**src/rtl/ls7212_arbiter.sv**
```systemverilog
// Round-robin arbiter sharing one delay_timer_ls7212 among N_REQ requesters.
// Each job clears the timer, runs it through one trigger cycle and reports done/err.
//
// state  | meaning
// IDLE   | pick next requester, latch weight and mode
// LOAD   | timer held in reset
// ARM    | timer released, trigger low, wait counter loaded
// TRIG   | trigger high until delay_out_n falls
// REL    | trigger low until delay_out_n returns high
// FIN    | done pulse, grant dropped
// ABORT  | done+err pulse, timer reset
// REJECT | zero weight: grant visible one cycle, then done+err
module ls7212_arbiter #(
  parameter int N_REQ   = 4,
  parameter int WB_W    = 8,
  parameter int TIMEOUT = 1024
) (
  input  logic                    clk,
  input  logic                    reset_n,
  input  logic [N_REQ-1:0]        req,
  input  logic [N_REQ*WB_W-1:0]   req_wb,
  input  logic [N_REQ*2-1:0]      req_mode,
  output logic [N_REQ-1:0]        grant,
  output logic [N_REQ-1:0]        done,
  output logic [N_REQ-1:0]        err,
  output logic                    busy,
  output logic [WB_W-1:0]         tmr_wb,
  output logic                    tmr_mode_a,
  output logic                    tmr_mode_b,
  output logic                    tmr_trigger,
  output logic                    tmr_reset,
  input  logic                    tmr_delay_out_n
);

  localparam int IW = (N_REQ > 1) ? $clog2(N_REQ) : 1;
  localparam int CW = $clog2(TIMEOUT);
  localparam logic [CW-1:0] CNT_LOAD = CW'(TIMEOUT - 1);
  localparam logic [IW-1:0] PTR_RST  = IW'(N_REQ - 1);

  typedef enum logic [2:0] {
    S_IDLE, S_LOAD, S_ARM, S_TRIG, S_REL, S_FIN, S_ABORT, S_REJECT
  } state_t;

  state_t            state_q, state_d;
  logic [N_REQ-1:0]  grant_q, grant_d, done_q, done_d, err_q, err_d;
  logic              busy_q, busy_d;
  logic [WB_W-1:0]   tmr_wb_q, tmr_wb_d;
  logic              mode_a_q, mode_a_d, mode_b_q, mode_b_d;
  logic              trig_q, trig_d, treset_q, treset_d;
  logic [CW-1:0]     cnt_q, cnt_d;
  logic [IW-1:0]     ptr_q, ptr_d, gidx_q, gidx_d;

  logic              found;
  logic [IW-1:0]     sel;
  logic [N_REQ-1:0]  grant_sel;
  logic [WB_W-1:0]   wb_sel;
  logic [1:0]        mode_sel;
  logic              go_abort;

  // first requester at or after ptr+1, wrapping
  always_comb begin
    found = 1'b0;
    sel   = '0;
    for (int k = 1; k <= N_REQ; k++) begin
      for (int i = 0; i < N_REQ; i++) begin
        if (!found && req[i] && ((int'(ptr_q) + k) % N_REQ) == i) begin
          found = 1'b1;
          sel   = IW'(i);
        end
      end
    end
  end

  always_comb begin
    wb_sel    = '0;
    mode_sel  = '0;
    grant_sel = '0;
    for (int i = 0; i < N_REQ; i++) begin
      if (sel == IW'(i)) begin
        wb_sel       = req_wb[i*WB_W +: WB_W];
        mode_sel     = req_mode[i*2 +: 2];
        grant_sel[i] = 1'b1;
      end
    end
  end

  always_comb begin
    state_d  = state_q;
    grant_d  = grant_q;
    done_d   = '0;
    err_d    = '0;
    busy_d   = busy_q;
    tmr_wb_d = tmr_wb_q;
    mode_a_d = mode_a_q;
    mode_b_d = mode_b_q;
    trig_d   = trig_q;
    treset_d = treset_q;
    cnt_d    = cnt_q;
    ptr_d    = ptr_q;
    gidx_d   = gidx_q;
    go_abort = 1'b0;

    case (state_q)
      S_IDLE: begin
        busy_d   = 1'b0;
        trig_d   = 1'b0;
        treset_d = 1'b0;
        if (found) begin
          grant_d  = grant_sel;
          gidx_d   = sel;
          tmr_wb_d = wb_sel;
          mode_a_d = mode_sel[0];
          mode_b_d = mode_sel[1];
          busy_d   = 1'b1;
          if (wb_sel == '0) begin
            state_d = S_REJECT;
          end else begin
            state_d  = S_LOAD;
            treset_d = 1'b1;
          end
        end
      end
      S_LOAD: begin
        treset_d = 1'b0;
        trig_d   = 1'b0;
        state_d  = S_ARM;
      end
      S_ARM: begin
        cnt_d   = CNT_LOAD;
        trig_d  = 1'b1;
        state_d = S_TRIG;
      end
      S_TRIG: begin
        if (!tmr_delay_out_n) begin
          cnt_d   = CNT_LOAD;
          trig_d  = 1'b0;
          state_d = S_REL;
        end else if (cnt_q == '0) begin
          go_abort = 1'b1;
        end else begin
          cnt_d = cnt_q - CW'(1);
        end
      end
      S_REL: begin
        // completion is tested before the terminal count so it wins a tie
        if (tmr_delay_out_n) begin
          done_d  = grant_q;
          grant_d = '0;
          ptr_d   = gidx_q;
          state_d = S_FIN;
        end else if (cnt_q == '0) begin
          go_abort = 1'b1;
        end else begin
          cnt_d = cnt_q - CW'(1);
        end
      end
      S_FIN: begin
        busy_d  = 1'b0;
        state_d = S_IDLE;
      end
      S_ABORT: begin
        busy_d   = 1'b0;
        treset_d = 1'b0;
        state_d  = S_IDLE;
      end
      S_REJECT: begin
        done_d  = grant_q;
        err_d   = grant_q;
        grant_d = '0;
        ptr_d   = gidx_q;
        busy_d  = 1'b0;
        state_d = S_IDLE;
      end
      default: state_d = S_IDLE;
    endcase

    if (go_abort) begin
      done_d   = grant_q;
      err_d    = grant_q;
      grant_d  = '0;
      ptr_d    = gidx_q;
      treset_d = 1'b1;
      trig_d   = 1'b0;
      state_d  = S_ABORT;
    end
  end

  always_ff @(posedge clk) begin
    if (!reset_n) begin
      state_q  <= S_IDLE;
      grant_q  <= '0;
      done_q   <= '0;
      err_q    <= '0;
      busy_q   <= 1'b0;
      tmr_wb_q <= '0;
      mode_a_q <= 1'b0;
      mode_b_q <= 1'b0;
      trig_q   <= 1'b0;
      treset_q <= 1'b1;
      cnt_q    <= '0;
      ptr_q    <= PTR_RST;
      gidx_q   <= '0;
    end else begin
      state_q  <= state_d;
      grant_q  <= grant_d;
      done_q   <= done_d;
      err_q    <= err_d;
      busy_q   <= busy_d;
      tmr_wb_q <= tmr_wb_d;
      mode_a_q <= mode_a_d;
      mode_b_q <= mode_b_d;
      trig_q   <= trig_d;
      treset_q <= treset_d;
      cnt_q    <= cnt_d;
      ptr_q    <= ptr_d;
      gidx_q   <= gidx_d;
    end
  end

  assign grant       = grant_q;
  assign done        = done_q;
  assign err         = err_q;
  assign busy        = busy_q;
  assign tmr_wb      = tmr_wb_q;
  assign tmr_mode_a  = mode_a_q;
  assign tmr_mode_b  = mode_b_q;
  assign tmr_trigger = trig_q;
  assign tmr_reset   = treset_q;

endmodule

```
**config.mk**
```make
export PLATFORM = sky130hd
export DESIGN_NAME = ls7212_arbiter
export DESIGN_NICKNAME = d
export VERILOG_FILES = /design/src/rtl/ls7212_arbiter.sv
export SDC_FILE = /design/constraint.sdc
export NUM_CORES = 1
export LEC_CHECK = 0
export BUFFER_PORTS_ARGS = -buffer_cell sky130_fd_sc_hd__buf_4
export CAP_MARGIN = 20
export CORE_ASPECT_RATIO = 1.75
export CORE_UTILIZATION = 45
export DETAILED_ROUTE_END_ITERATION = 10
export PLACE_DENSITY_LB_ADDON = 0.08
export SLEW_MARGIN = 20
export SYNTH_ARGS = -nofsm -noshare
export SYNTH_HDL_FRONTEND = slang
export SYNTH_SLANG_ARGS = --single-unit
```
**constraint.sdc**
```tcl
create_clock -name clk -period 2.9 [get_ports clk]
set_clock_uncertainty 0.1 [all_clocks]
set_input_delay 0.435 -clock clk [delete_from_list [all_inputs] [get_ports clk]]
set_output_delay 0.435 -clock clk [all_outputs]
set_load 0.05 [all_outputs]
```
Word level (Yosys, flattened, before mapping)

Cells that the tools add are included.

Flip-flop bits (word level): 42
Latch bits: 0
Bits in writable memories: 0
Bits in read-only memories: 0
Input port bits: 47
Logic and storage cells: 203
Memories kept: 0

Add/sub/neg operators: 5
$mul: 0
Div/mod/pow operators: 0
$lt $le $gt $ge: 0
Equality and inequality tests: 29
Shifts and indexed selects: 0
Muxes and demuxes: 75
Bitwise operators: 5
Reduce and logical (&&, ||, !) cells: 75

Operator list:

| kind                                                | count |
|---|---|
| logical NOT 32 bit                                  | 4 |
| 2-to-1 mux 2 bit                                    | 20 |
| == test 3 bit (second input constant)               | 12 |
| 2-to-1 mux 8 bit                                    | 4 |
| logical AND 1 bit                                   | 31 |
| 2-to-1 mux 10 bit                                   | 3 |
| case mux 10 bit (3 select lines)                    | 1 |
| 2-to-1 mux 1 bit                                    | 28 |
| 2-to-1 mux 4 bit                                    | 6 |
| == test 3 x 2 -> 1 bit (second input constant)      | 6 |
| case mux 3 bit (6 select lines)                     | 1 |
| logical NOT 1 bit                                   | 15 |
| 2-to-1 mux 3 bit                                    | 5 |
| OR reduction 2 bit                                  | 7 |
| case mux 4 bit (3 select lines)                     | 1 |
| nonzero test 3 bit                                  | 4 |
| logical NOT 10 bit                                  | 1 |
| subtractor 10 x 1 -> 10 bit (second input constant) | 1 |
| inequality test 3 bit (second input constant)       | 3 |
| AND reduction 3 bit                                 | 3 |
| logical NOT 8 bit                                   | 1 |
| inequality test 2 bit (second input constant)       | 4 |
| case mux 4 bit (2 select lines)                     | 1 |
| AND reduction 2 bit                                 | 4 |
| 14 further kinds                                    | 23 |

Logic depth before layout (Yosys ltp)

Depth in word-level cells: 76
Depth in mapped cells: 9

Worst setup path after synthesis

No wires, ideal clock.

Path type: input -> register
Start: in req[0]
End: reg treset_q (netlist: tmr_reset)
Setup time: 120 ps
Arrival: 2464 ps
Required time: 2680 ps
Path slack: 216 ps
Cell stages on the path: 8
Path through: a21o_1 buf_4 a31o_1 buf_6 a2111oi_0 o22ai_1 or4_4 a211o_1

Longest elaborated chain between the ends: 71

RTL lines:

| item                                | line | RTL |
|---|---|---|
| from (decl)                         | 20   | `input logic [N_REQ-1:0] req,` |
| logical AND 1 bit                   | 66   | `if (!found && req[i] && ((int'(ptr_q) + k) % N_REQ) == i) begin` |
| 2-to-1 mux 1 bit                    | 66   |  |
| logical NOT 1 bit                   | 66   |  |
| logical AND 1 bit (2 in a row)      | 66   |  |
| 2-to-1 mux 1 bit                    | 66   |  |
| logical NOT 1 bit                   | 66   |  |
| logical AND 1 bit (2 in a row)      | 66   |  |
| 2-to-1 mux 1 bit                    | 66   |  |
| [... 49 more ...]                   | n/a  |  |
| logical AND 1 bit (2 in a row)      | 66   |  |
| 2-to-1 mux 2 bit                    | 66   |  |
| logical NOT 2 bit                   | 79   | `if (sel == IW'(i)) begin` |
| 2-to-1 mux 8 bit (4 in a row)       | 79   |  |
| logical NOT 8 bit                   | 115  | `if (wb_sel == '0) begin` |
| 2-to-1 mux 1 bit                    | 115  |  |
| 2-to-1 mux 1 bit (*)                | 108  | `if (found) begin` |
| case mux 1 bit (2 select lines) (*) | 103  | `case (state_q)` |
| to (signal assigned)                | 213  | `treset_q <= treset_d;` |
| to (decl)                           | 49   | `logic trig_q, trig_d, treset_q, treset_d;` |

Every way passes the cells marked *; elsewhere a longest branch is shown, timed or not.
A chain may end at the register's enable or synchronous reset.

Worst setup path after layout

Start: reg ptr_q[1]
End: reg treset_q (netlist: tmr_reset)

Longest elaborated chain between the ends: 75

RTL lines:

| item                                | line | RTL |
|---|---|---|
| from (decl)                         | 51   | `logic [IW-1:0] ptr_q, ptr_d, gidx_q, gidx_d;` |
| from (signal assigned)              | 215  | `ptr_q <= ptr_d;` |
| adder 2 x 1 -> 2 bit                | 66   |  |
| OR reduction 2 bit (no source line) | n/a  |  |
| bitwise AND 1 bit (no source line)  | n/a  |  |
| logical NOT 32 bit                  | 66   |  |
| logical AND 1 bit                   | 66   |  |
| 2-to-1 mux 1 bit                    | 66   |  |
| logical NOT 1 bit                   | 66   |  |
| logical AND 1 bit (2 in a row)      | 66   |  |
| [... 54 more ...]                   | n/a  |  |
| logical AND 1 bit (2 in a row)      | 66   |  |
| 2-to-1 mux 2 bit                    | 66   |  |
| logical NOT 2 bit                   | 79   |  |
| 2-to-1 mux 8 bit (4 in a row)       | 79   |  |
| logical NOT 8 bit                   | 115  |  |
| 2-to-1 mux 1 bit                    | 115  |  |
| 2-to-1 mux 1 bit (*)                | 108  |  |
| case mux 1 bit (2 select lines) (*) | 103  |  |

Marked as above.

==> summary.md <==
| Metric | Value |
|---|---|
| Synth Area in XOR/XNOR | `2.113%` |
| Status | `completed` |
| DRT Wirelength | `6935 um` |
| DRC Markers | `0` |
| Core Util, Final | `63.35%` |
| Worst IR drop on VDD | `0.0002914 V` |
| GR Overflow Total | `0` |
| Max-cap violation count | `0` |
| Slowest-stage cell, CP | `or4_4` |
| RSZ-0062 raised after global routing | `false` |
| Power density over cell area | `592.3 nW/um^2` |
| R2R Path Start | `ptr_q[1]` |
| GPL Wtd Cong | `0.8957` |
| Starting Density | `46.94%` |
| Total track usage | `24.50%` |
| # clock sinks | `42` |
| Crit start category | `register` |
| Ys flop type | `dfxtp_1` |
| Hold Fails Final Rpt | `0` |
| Rel. slew slack | `approximately half` |
| CTS tree | `done` |
| Area growth syn-to-layout | `34.96%` |
| Final HPWL DP | `5228 um` |
| Clk_lat worst skew | `around 0.3 ns` |
| Clock buffer depth | `2` |
| Synthesized instance count | `around 310` |
| Syn avg cell area | `approximately 8 um^2` |
| Initial antenna violation count | `0` |
| Mux contribution to synthesized area | `0.8048%` |
| Top cell type by total area after synthesis | `dfxtp_1` |
| Total number of vias | `2,646` |
| First-pass GRT wire length | `11,180 um` |
| # diodes | `0` |
| Via density | `5.654` |
| Post-Route Setup TNS | `0 ns` |
| Worst Reg-to-Reg Cells | `7` |
| Worst slew pin tran | `0.7280 ns` |
| Largest family of logic cells by synthesized area | `compound AO/OA/AOI/OAI gates` |
| Sequential fraction of the synthesis area | `between 30% and 40%` |
| Number of global-route vias before repair | `2,455` |
| First DRT Iteration DRCs | `between 80 and 90` |
| Worst Path Max Fanout | `15` |
| Maximum operating frequency | `about 0.36 GHz` |
| Post-DR wirelength/cell | `approximately 15 um` |
| Die ar. | `around 6000 um^2` |
| Hold WC Path Type | `reg2reg` |
| Dominant cells by area after synthesis | `dfxtp_1 34%, a311oi_1 5.6%, nand2_1 5.4%` |
| Largest net degree at the start of global routing | `34` |
| Synth Register Bits | `42` |
| Post-Synth Adder-Cell Area | `1.006%` |
| Die Width | `58.20 um` |
| Core area | `between 5000 and 6000 um^2` |
| Post-Syn Area | `2487 um^2` |
| Simple-Gate Fraction of Synth Area | `23.44%` |
| Mapped Nets | `363` |
| Async SR Flop Fraction | `0%` |
| Crit Path Class | `reg2reg` |
| Most frequent cells in the layout | `92 x buf_4, 41 x dfxtp_1, 36 x nand2_1, 23 x inv_1, 22 x nor2_1` |
| Slew Viols, Final | `0` |
| CTS Root Cell | `clkbuf_8` |
| Crit path cell chain | `nand2b_4 -> a31o_2 -> buf_12 -> a221oi_1 -> o22ai_1 -> or4_4 -> a211o_1` |
| HP Start | `grant[0]` |
| Yosys warning total | `0` |
| Yosys top cell area share | `33.80%` |
| Nature of the critical path endpoint | `register` |
| CP Launch Point | `ptr_q[1]` |
| Commonest non-fill, non-tap cell in the layout | `buf_4` |
| # nets final | `roughly 440` |
| CTS clock-pin slew for the worst setup and hold paths | `0.09 ns` |
| Die height | `100.4 um` |
| Delay of the slowest critical-path stage | `0.56 ns` |
| Leak pwr | `1.425 nW` |
| Final worst-path cycle share | `96.17%` |
| Post-synth EDFFs | `0` |
| WP data arrival | `2.88 ns` |
| Port Buffers | `71` |
| # rows | `35` |
| Max H-tree Level | `2` |
| TritonRoute pass-1 iters | `4` |
| Cts bufs inserted | `5` |
| Remaining antenna violation count | `0` |
| Layout cell share with drive strength beyond 1 | `29.70%` |
| Post-CTS Hold Buffers | `0` |
| Distinct cells, synth | `between 50 and 60` |
| Compound-Gate Fraction of Synth Area | `between 30% and 40%` |
| Worst hold stages | `2` |
| Tmin final | `between 2 and 3 ns` |
| WP data required | `about 3 ns` |
| Final setup fails | `0` |
| Top-Level Pins | `just over 70` |
routing by layer:
layer	global-route usage [%]	vias to the layer above	part of all wire [%]
met3	2.964	13	3.5
met2	46.86	90	56
met5	0	-	0
li1	-	1312	-
met1	26.00	1231	38
met4	10.07	0	2.8
final timing paths:
path / endpoint / slack [ns]
worst min register to register: err[0] / 0.36
worst max-delay path: tmr_reset / 0.11
worst max register to register: tmr_reset / 0.11
worst min-delay path: err[0] / 0.36
where the power goes:
part | switching [mW] | total [mW] | leakage, nW | internal (mW)
Sequential | 0.0671 | 0.728 | 0.344 | 0.661
Clock | 0.226 | 0.398 | 0.0408 | 0.172
Combinational | 0.507 | 0.862 | 1.04 | 0.355
Total | 0.800 | 1.99 | 1.43 | 1.19
logic make-up after synthesis:
group,after synthesis
AOI/OAI and AO/OA,105
muxes,2
xor gates and xnor gates,6
adders and majority gates,2
DFF,42
and+or+nand+nor,113
buffers and inverters,44
per-stage QoR:
| stage | hold slack [ns] | area [um^2] | std cells | power [mW] | worst slack [ns] |
|---|---|---|---|---|---|
| detailed placement | 0.3520 | 3177 | 459 | 1.570 | -0.3533 |
| CTS | 0.3666 | 3304 | 468 | 1.982 | 0.1098 |
| finish | 0.3613 | 3357 | 468 | 1.988 | 0.1110 |
| global route | 0.3826 | 3357 | 468 | 2.113 | 0.02680 |
| floorplan | 0.3431 | 2487 | 314 | 1.301 | 0.2158 |
| global placement | 0.3515 | 3177 | 459 | 1.557 | -0.3568 |
worst max-delay path, delay by kind of cell, from the launching register on:
kind / cells / cell delay, ns
flip-flops: 1 / 0.42
AO/OA/AOI/OAI: 4 / 1.18
buffers and inverters: 1 / 0.19
AND/OR/NAND/NOR: 2 / 0.79
repair_timing:
item	CTS	global route
pin swaps	1	0
resized for setup	11	10
setup endpoints to repair	3	3
setup buffers	1	0
cloned	0	0
Yosys cell counts, types with 9 or more instances:
cell	count
dfxtp_1	42
nand2_1	36
inv_1	23
nor2_1	22
a311oi_1	16
a21oi_1	15
nor2b_1	15
clkbuf_1	14
o21ai_0	11
nor3_1	10
a21boi_0	9
a221oi_1	9
o31a_1	9
area by class of cell:
type	count	area, um^2
clock buffer	5	68.82
clock inverter	3	23.77
fill	507	1942
inverter	23	86.33
multi-input combinational	228	1533
sequential	42	842.1
tap	74	92.59
timing repair buffer	93	710.7
sequential cells by signal, summed over array words and instances, names as in the netlist:
signal       cells
cnt_q           10
tmr_wb           8
done             4
tmr_mode_a       1
tmr_reset        1
tmr_trigger      1
tmr_mode_b       1
grant            4
gidx_q           2
busy             1
err              4
state_q          3
ptr_q            2
Power figures use the tool's default switching activity.
